==> src/rtl/mprj_io_cfg_seq.sv <==
// mprj_io_cfg_seq
//   Configuration and input-conditioning controller for the user-project GPIO
//   pad array. Each pad has a shadow and an active 13-bit configuration word.
//   Writes land in the shadow copy through a valid/ready port. An apply request
//   then copies shadow to active one pad per cycle, which bounds how many pads
//   switch mode at the same time. Pad inputs pass through a two-flop
//   synchroniser and a per-bit debounce filter before reaching core logic.
//
// Ports
//   clock, reset            single clock; asynchronous active-high reset
//   cfg_valid/cfg_ready     config write handshake (accepted when both high)
//   cfg_idx, cfg_data       target pad and 13-bit config word
//   cfg_apply               request to copy every shadow word to active
//   apply_busy, apply_done  apply sequence running / one-cycle completion pulse
//   cfg_err, err_clr        sticky out-of-range write flag and its clear
//   dm .. analog_pol        per-pad controls decoded from the active words
//   io_in_raw, io_in_filt   asynchronous pad inputs / synchronised, debounced
module mprj_io_cfg_seq #(
    parameter int          NUM_PADS   = 38,
    parameter int          IDX_W      = 6,
    parameter logic [12:0] RST_CFG    = 13'h0402,
    parameter int          DEB_CYCLES = 4
) (
    input  logic                  clock,
    input  logic                  reset,
    input  logic                  cfg_valid,
    output logic                  cfg_ready,
    input  logic [IDX_W-1:0]      cfg_idx,
    input  logic [12:0]           cfg_data,
    input  logic                  cfg_apply,
    output logic                  apply_busy,
    output logic                  apply_done,
    output logic                  cfg_err,
    input  logic                  err_clr,
    output logic [3*NUM_PADS-1:0] dm,
    output logic [NUM_PADS-1:0]   oeb,
    output logic [NUM_PADS-1:0]   inp_dis,
    output logic [NUM_PADS-1:0]   ib_mode_sel,
    output logic [NUM_PADS-1:0]   vtrip_sel,
    output logic [NUM_PADS-1:0]   slow_sel,
    output logic [NUM_PADS-1:0]   holdover,
    output logic [NUM_PADS-1:0]   analog_en,
    output logic [NUM_PADS-1:0]   analog_sel,
    output logic [NUM_PADS-1:0]   analog_pol,
    input  logic [NUM_PADS-1:0]   io_in_raw,
    output logic [NUM_PADS-1:0]   io_in_filt
);

    localparam int unsigned      NP     = NUM_PADS;
    localparam logic [IDX_W-1:0] LAST   = IDX_W'(NUM_PADS - 1);
    localparam int               CNT_W  = (DEB_CYCLES == 0) ? 1 : $clog2(DEB_CYCLES + 1);

    typedef enum logic [1:0] {
        S_IDLE,
        S_APPLY,
        S_DONE
    } state_t;

    state_t           r_state;
    state_t           w_next;
    logic [IDX_W-1:0] r_ptr;
    logic [12:0]      r_shadow [NUM_PADS];
    logic [12:0]      r_active [NUM_PADS];
    logic             r_err;
    logic             w_accept;
    logic             w_idx_ok;
    logic             w_wr_ok;
    logic             w_wr_bad;

    // ------------------------------------------------------------------
    // Sequencer FSM
    // ------------------------------------------------------------------
    always_ff @(posedge clock or posedge reset) begin
        if (reset) begin
            r_state <= S_IDLE;
        end else begin
            r_state <= w_next;
        end
    end

    always_comb begin
        w_next     = r_state;
        cfg_ready  = 1'b0;
        apply_busy = 1'b0;
        apply_done = 1'b0;
        case (r_state)
            S_IDLE: begin
                cfg_ready = 1'b1;
                if (cfg_apply) begin
                    w_next = S_APPLY;
                end
            end
            S_APPLY: begin
                apply_busy = 1'b1;
                if (r_ptr == LAST) begin
                    w_next = S_DONE;
                end
            end
            S_DONE: begin
                apply_done = 1'b1;
                w_next     = S_IDLE;
            end
            default: w_next = S_IDLE;
        endcase
    end

    // Pointer is held at zero outside APPLY so every sequence starts at pad 0.
    always_ff @(posedge clock or posedge reset) begin
        if (reset) begin
            r_ptr <= '0;
        end else if (r_state == S_APPLY) begin
            r_ptr <= r_ptr + IDX_W'(1);
        end else begin
            r_ptr <= '0;
        end
    end

    // ------------------------------------------------------------------
    // Write port and error flag
    // ------------------------------------------------------------------
    assign w_accept = cfg_valid & cfg_ready;
    assign w_idx_ok = (32'(cfg_idx) < NP);
    assign w_wr_ok  = w_accept & w_idx_ok;
    assign w_wr_bad = w_accept & ~w_idx_ok;

    always_ff @(posedge clock or posedge reset) begin
        if (reset) begin
            r_err <= 1'b0;
        end else if (w_wr_bad) begin
            r_err <= 1'b1;
        end else if (err_clr) begin
            r_err <= 1'b0;
        end
    end

    assign cfg_err = r_err;

    always_ff @(posedge clock or posedge reset) begin
        if (reset) begin
            for (int unsigned p = 0; p < NP; p++) begin
                r_shadow[p] <= RST_CFG;
            end
        end else begin
            for (int unsigned p = 0; p < NP; p++) begin
                if (w_wr_ok && (cfg_idx == IDX_W'(p))) begin
                    r_shadow[p] <= cfg_data;
                end
            end
        end
    end

    // One pad per APPLY cycle; unchanged pads still take their slot.
    always_ff @(posedge clock or posedge reset) begin
        if (reset) begin
            for (int unsigned p = 0; p < NP; p++) begin
                r_active[p] <= RST_CFG;
            end
        end else begin
            for (int unsigned p = 0; p < NP; p++) begin
                if ((r_state == S_APPLY) && (r_ptr == IDX_W'(p))) begin
                    r_active[p] <= r_shadow[p];
                end
            end
        end
    end

    // ------------------------------------------------------------------
    // Pad control decode (active words only; bit 0 is reserved)
    // ------------------------------------------------------------------
    always_comb begin
        dm          = '0;
        analog_pol  = '0;
        analog_sel  = '0;
        analog_en   = '0;
        holdover    = '0;
        slow_sel    = '0;
        vtrip_sel   = '0;
        ib_mode_sel = '0;
        inp_dis     = '0;
        oeb         = '0;
        for (int unsigned p = 0; p < NP; p++) begin
            dm[3*p +: 3]   = r_active[p][12:10];
            analog_pol[p]  = r_active[p][9];
            analog_sel[p]  = r_active[p][8];
            analog_en[p]   = r_active[p][7];
            holdover[p]    = r_active[p][6];
            slow_sel[p]    = r_active[p][5];
            vtrip_sel[p]   = r_active[p][4];
            ib_mode_sel[p] = r_active[p][3];
            inp_dis[p]     = r_active[p][2];
            oeb[p]         = r_active[p][1];
        end
    end

    // ------------------------------------------------------------------
    // Input synchroniser and debounce filter
    // ------------------------------------------------------------------
    logic [NUM_PADS-1:0] r_sync1;
    logic [NUM_PADS-1:0] r_sync2;
    logic [NUM_PADS-1:0] r_filt;

    always_ff @(posedge clock or posedge reset) begin
        if (reset) begin
            r_sync1 <= '0;
            r_sync2 <= '0;
        end else begin
            r_sync1 <= io_in_raw;
            r_sync2 <= r_sync1;
        end
    end

    generate
        if (DEB_CYCLES == 0) begin : g_bypass
            always_ff @(posedge clock or posedge reset) begin
                if (reset) begin
                    r_filt <= '0;
                end else begin
                    r_filt <= r_sync2;
                end
            end
        end else begin : g_filter
            localparam logic [CNT_W-1:0] CNT_LAST = CNT_W'(DEB_CYCLES - 1);
            logic [CNT_W-1:0] r_cnt [NUM_PADS];

            // The output flips on the same edge the counter would reach
            // DEB_CYCLES, so the counter never actually holds that value.
            always_ff @(posedge clock or posedge reset) begin
                if (reset) begin
                    r_filt <= '0;
                    for (int unsigned i = 0; i < NP; i++) begin
                        r_cnt[i] <= '0;
                    end
                end else begin
                    for (int unsigned i = 0; i < NP; i++) begin
                        if (r_sync2[i] != r_filt[i]) begin
                            if (r_cnt[i] == CNT_LAST) begin
                                r_filt[i] <= r_sync2[i];
                                r_cnt[i]  <= '0;
                            end else begin
                                r_cnt[i] <= r_cnt[i] + CNT_W'(1);
                            end
                        end else begin
                            r_cnt[i] <= '0;
                        end
                    end
                end
            end
        end
    endgenerate

    assign io_in_filt = r_filt;

endmodule

==> config.mk <==
export PLATFORM = sky130hd
export DESIGN_NAME = mprj_io_cfg_seq
export DESIGN_NICKNAME = d
export VERILOG_FILES = /design/src/rtl/mprj_io_cfg_seq.sv
export SDC_FILE = /design/constraint.sdc
export NUM_CORES = 2
export LEC_CHECK = 0
export ABC_AREA = 1
export CORE_MARGIN = 3
export CORE_UTILIZATION = 48
export CTS_CLUSTER_SIZE = 24
export DETAILED_ROUTE_END_ITERATION = 12
export PLACE_DENSITY = 0.76
export REMOVE_ABC_BUFFERS = 1
export SETUP_SLACK_MARGIN = 0.02
export SYNTH_ARGS = -nofsm -noshare
export SYNTH_HDL_FRONTEND = slang
export SYNTH_SLANG_ARGS = --single-unit
==> constraint.sdc <==
create_clock -name clock -period 42.1 [get_ports clock]
set_input_delay 4.21 -clock clock [delete_from_list [all_inputs] [get_ports clock]]
set_output_delay 4.21 -clock clock [all_outputs]
set_load 0.02 [all_outputs]
-- Word-level counts from Yosys, hierarchy flattened
Cells that the tools add are included.
- logic and storage cells: 559
- bits of input ports: 62
- register bits: 1225
- reductions and logical operators: 119
- mux-type cells: 85
- magnitude comparators: 1
- $add $sub $neg: 39
- eq/ne operators: 154
- bitwise logic cells: 4
- operators with widths (cell ; count):
    3-bit 2-to-1 mux ; 76
    6-bit by 5-bit == test with 1-bit output, second input constant ; 32
    3-bit by 1-bit adder with 3-bit output, second input constant ; 38
    3-bit by 2-bit == test with 1-bit output, second input constant ; 38
    6-bit by 4-bit == test with 1-bit output, second input constant ; 16
    2-bit AND reduction ; 39
    1-bit logical AND ; 76
    6-bit == test, second input constant ; 12
    6-bit by 3-bit == test with 1-bit output, second input constant ; 8
    1-bit != test ; 38
    6-bit by 2-bit == test with 1-bit output, second input constant ; 4
    6-bit by 1-bit == test with 1-bit output, second input constant ; 2
    6-bit logical NOT ; 2
    6-bit by 1-bit adder with 6-bit output, second input constant ; 1
    6-bit less-than comparator, second input constant ; 1
    6-bit 2-to-1 mux ; 1
    1-bit 2-to-1 mux ; 5
    2-bit 2-to-1 mux ; 2
    2-bit case mux with 2 select lines ; 1
    1-bit AND ; 3
    2-bit by 1-bit == test with 1-bit output, second input constant ; 1
    2-bit == test, second input constant ; 1
    2-bit logical NOT ; 1
    2-bit by 1-bit != test with 1-bit output, second input constant ; 1
    3 further kinds ; 3

-- Depth between registers and ports, before layout
- depth in word-level cells: 5
- mapped depth: 9
- mapped depth without buffers: 7

-- Least setup slack after synthesis
No wires, ideal clock.
- path type: input to register
- start point: input cfg_idx[4]
- end point: register r_shadow[119] (netlist bit)
- slack: 36800 ps
- stages: 8
- arrival time: 5183 ps
- path buffers: 2
- path through: nor2_1 nand2_1 nand2_1 clkbuf_1 nand3_1 clkbuf_1 nand2_1 nand2_1
- word-level cells in the longest chain between the ends: 3
- elaborated cells between the ends (all ways): 4
- those cells by class: 1 x order compare; 1 x eq/ne; 1 x bitwise; 1 x reduce/logical
- RTL lines (element ; RTL line ; RTL):
    start: declaration ; 28 ; input logic [IDX_W-1:0] cfg_idx,
    6-bit less-than comparator ; 122 ; assign w_idx_ok = (32'(cfg_idx) < NP);
    1-bit AND ; 123 ; assign w_wr_ok = w_accept & w_idx_ok;
    1-bit logical AND * ; 145 ; if (w_wr_ok && (cfg_idx == IDX_W'(p))) begin
    end signal: indexed assignment ; 146 ; r_shadow[p] <= cfg_data;
    end: declaration ; 62 ; logic [12:0] r_shadow [NUM_PADS];
Mark *: on every way between the ends. The rest lies on a longest branch, timed or not.
A chain may end at the register's enable or synchronous reset.

==> impl_metrics.ini <==
[critical_path]
startpoint_type = input pin
r2r_cells = 8
reg2reg_to = r_shadow[479]$_DFFE_PP0P_
cp_slowest_stage_delay_ns = 0.93
cp_common_cell = buf_4
critPathRequiredTime_ns = 42.76
r2r-start = r_state[0]$_DFFE_PP0P_
worstPathArrival_ns = 8.24
worstPathCellList = clkdlybuf4s50_1 -> inv_8 -> buf_4 -> buf_4 -> buf_4
path_max_fanout = 135
cp-end-kind = asynchronous set/reset pin
crit_type = input pin to asynchronous set/reset pin
r2r_slack_ns = 37.45
cp_slowest_cell = buf_4

[timing]
hold_violations = 0
skew_ns = 0.0201
max_slew_margin_pct = 20.4
clock.fmax_mhz = 132
finalSetupTns_ns = 0
grt_setup_unrepaired = no
setup_viol = 0
period_needed_ns = 7.58
period_share_pct = 18.0
worst_pin_slew_ns = 1.19
slew_violations = 0

[route]
wire_per_inst_um = 20.0
drcViolationCount = 0
vias_per_cell = 5.27
wirelength_um = 131000
first_pass_iters = 8
dr_total_vias = 34600
drt_iter0_drc = 2946
detail-route-antenna-nets = 0

[cts]
cts_buffer_depth = 3
clk_pin_slew_worst_paths_ns = 0.06
insertion_delay_ns = 0.71
cts_setup_buffers = 0
cts_tree = done
ctsResizeCount = 0
root_buffer = clkbuf_16
cts_num_sinks = 1149
cts_inserted_buffers = 116
postCtsHoldBufs = 0
htree_levels = 3

[die]
die_height_um = 316
die_area_sq_um = 100000
initial_core_util_pct = 48.6
fp.coreArea_sq_um = 95300
placementRows = 113
io_pins = 560
die_x_um = 316

[cells_and_area]
fin_util_pct = 59.2
drive_gt1_share_pct = 8.37
area_delta_synth_final_pct = 21.8
layout.nets = 5292
fill_cells = 7917
layout_common_cells = 1306 x nand2_1, 997 x dfrtp_1, 607 x nand3_1
mostFrequentLayoutCell = nand2_1
final_cell_area_sq_um = 56400

[place]
numPortBuffers = 558
dpl.hpwl_um = 80000
gp_congestion = 0.798
dpl_cell_area_sq_um = 52400

[logic_synthesis]
syn_area_sq_um = 46300
ys_seq_area_share_pct = 62.6
yosys.area.top_type_share_pct = 53.9
synthTopCellsByArea = dfrtp_1 54%, nand2_1 11%, dfstp_2 8.6%
synthCells = 4780
yosysWarnings = 0
ys_seq_elements = 1149
ys_types = 28
synth.avg_cell_area_sq_um = 9.68
synth_top_area_cell = dfrtp_1

[grt]
grt_start_max_net_pins = 193
grt_remaining_overflow = 0
grt_pass1_vias = 33900
antenna_found_initial = 2
grt_pass1_wl_um = 199000
globalRouteTotalUtil_pct = 25.7

[status]
status = finished clean

[hold_path]
hold_depth = 0
hold_class = register to register
hold_start = r_sync1[19]$_DFF_PP0_
min_to = r_sync2[19]$_DFF_PP0_

[power]
leakage_nw = 27.3
finalPower_mw = 2.83
ir_worst_vdd_mv = 0.0376
p_per_area_nw_per_um2 = 50.2

[flow_run]
maxCapViolCount = 0
## power by group
part           switching [mW]  total (mW)  internal [mW]  leakage [nW]
clock network           0.445        1.06          0.618          1.92
logic                   0.296       0.488          0.192          13.0
registers              0.0663        1.28           1.21          12.4
total                   0.807        2.83           2.02          27.3
## per-layer routing
layer / vias to the layer above / routed length (um) / GRT usage, %
li1: 16100 / - / -
met1: 17100 / 54000 / 34.2
met2: 1164 / 62000 / 41.8
met3: 220 / 11400 / 7.15
met4: 2 / 3590 / 6.93
met5: - / 13 / 0
## area by class of cell
type / instances / area [sq um] / share of cell area, %
Antenna cell: 1 / 2.50 / 0.00444
Clock buffer: 179 / 3430 / 6.08
Clock inverter: 42 / 541 / 0.959
Inverter: 448 / 1690 / 3.00
Multi-Input combinational cell: 2875 / 14300 / 25.4
Sequential cell: 1149 / 28900 / 51.3
Tap cell: 1265 / 1580 / 2.81
Timing Repair Buffer: 598 / 5890 / 10.4
## logic make-up after synthesis
kind of cell	share of synthesized area, %
compound gates	9.18
mux	0.730
flops	62.6
buf+inv	6.62
xor+xnor	0.738
fa+ha+maj	1.14
simple gates	19.0
## through the flow
stage | instances | setup slack (ns) | hold slack [ns]
global route | 6556 | 33.97 | 0.339
CTS | 6556 | 34.41 | 0.340
finish | 6557 | 34.52 | 0.344
floorplan | 4472 | 5.78 | 0.331
global placement | 6335 | 33.70 | 0.333
detailed placement | 6335 | 33.64 | 0.335
## how the worst max path moves through the flow
| stage | to | cells after the start | startpoint | slack (ns) |
|---|---|---|---|---|
| global route | analog_pol[24]$_DFFE_PP0P_ | 5 | reset | 33.97 |
| global placement | ib_mode_sel[23]$_DFFE_PP0P_ | 5 | reset | 33.70 |
| floorplan | analog_en[0]$_DFFE_PP0P_ | 1 | reset | 5.78 |
| finish | analog_sel[25]$_DFFE_PP0P_ | 5 | reset | 34.52 |
| detailed placement | ib_mode_sel[23]$_DFFE_PP0P_ | 5 | reset | 33.64 |
| CTS | ib_mode_sel[23]$_DFFE_PP0P_ | 5 | reset | 34.41 |
## worst max-delay path, delay by kind of cell
kind,cells,cell delay [ns]
buffers and inverters,5,3.76
## flip-flops by register name, indices dropped and copies added (netlist names)
name,cells
r_ptr,6
oeb,38
slow_sel,38
analog_en,38
r_sync1,38
holdover,38
io_in_filt,38
dm,114
ib_mode_sel,38
r_state,2
r_shadow,456
inp_dis,38
vtrip_sel,38
analog_sel,38
cfg_err,1
r_sync2,38
analog_pol,38
g_filter.r_cnt,114
## Yosys cell counts
cell type / n
nand2_1: 1307
dfrtp_1: 997
nand3_1: 607
inv_1: 447
o21bai_1: 336
o21ai_0: 317
clkbuf_1: 162
dfstp_2: 152
buf_2: 124
nor2_1: 84
nor3_1: 46
ha_1: 42
xnor2_1: 38
mux2_2: 30
nor3b_1: 30
o21ai_1: 20
buf_1: 10
nand2_2: 8
buf_6: 7
buf_4: 5
a21oi_1: 3
nor3_4: 2
a21oi_2: 1
inv_2: 1
nand2_4: 1
o22ai_1: 1
o31ai_1: 1
xor2_1: 1
Power figures use the tool's default switching activity.
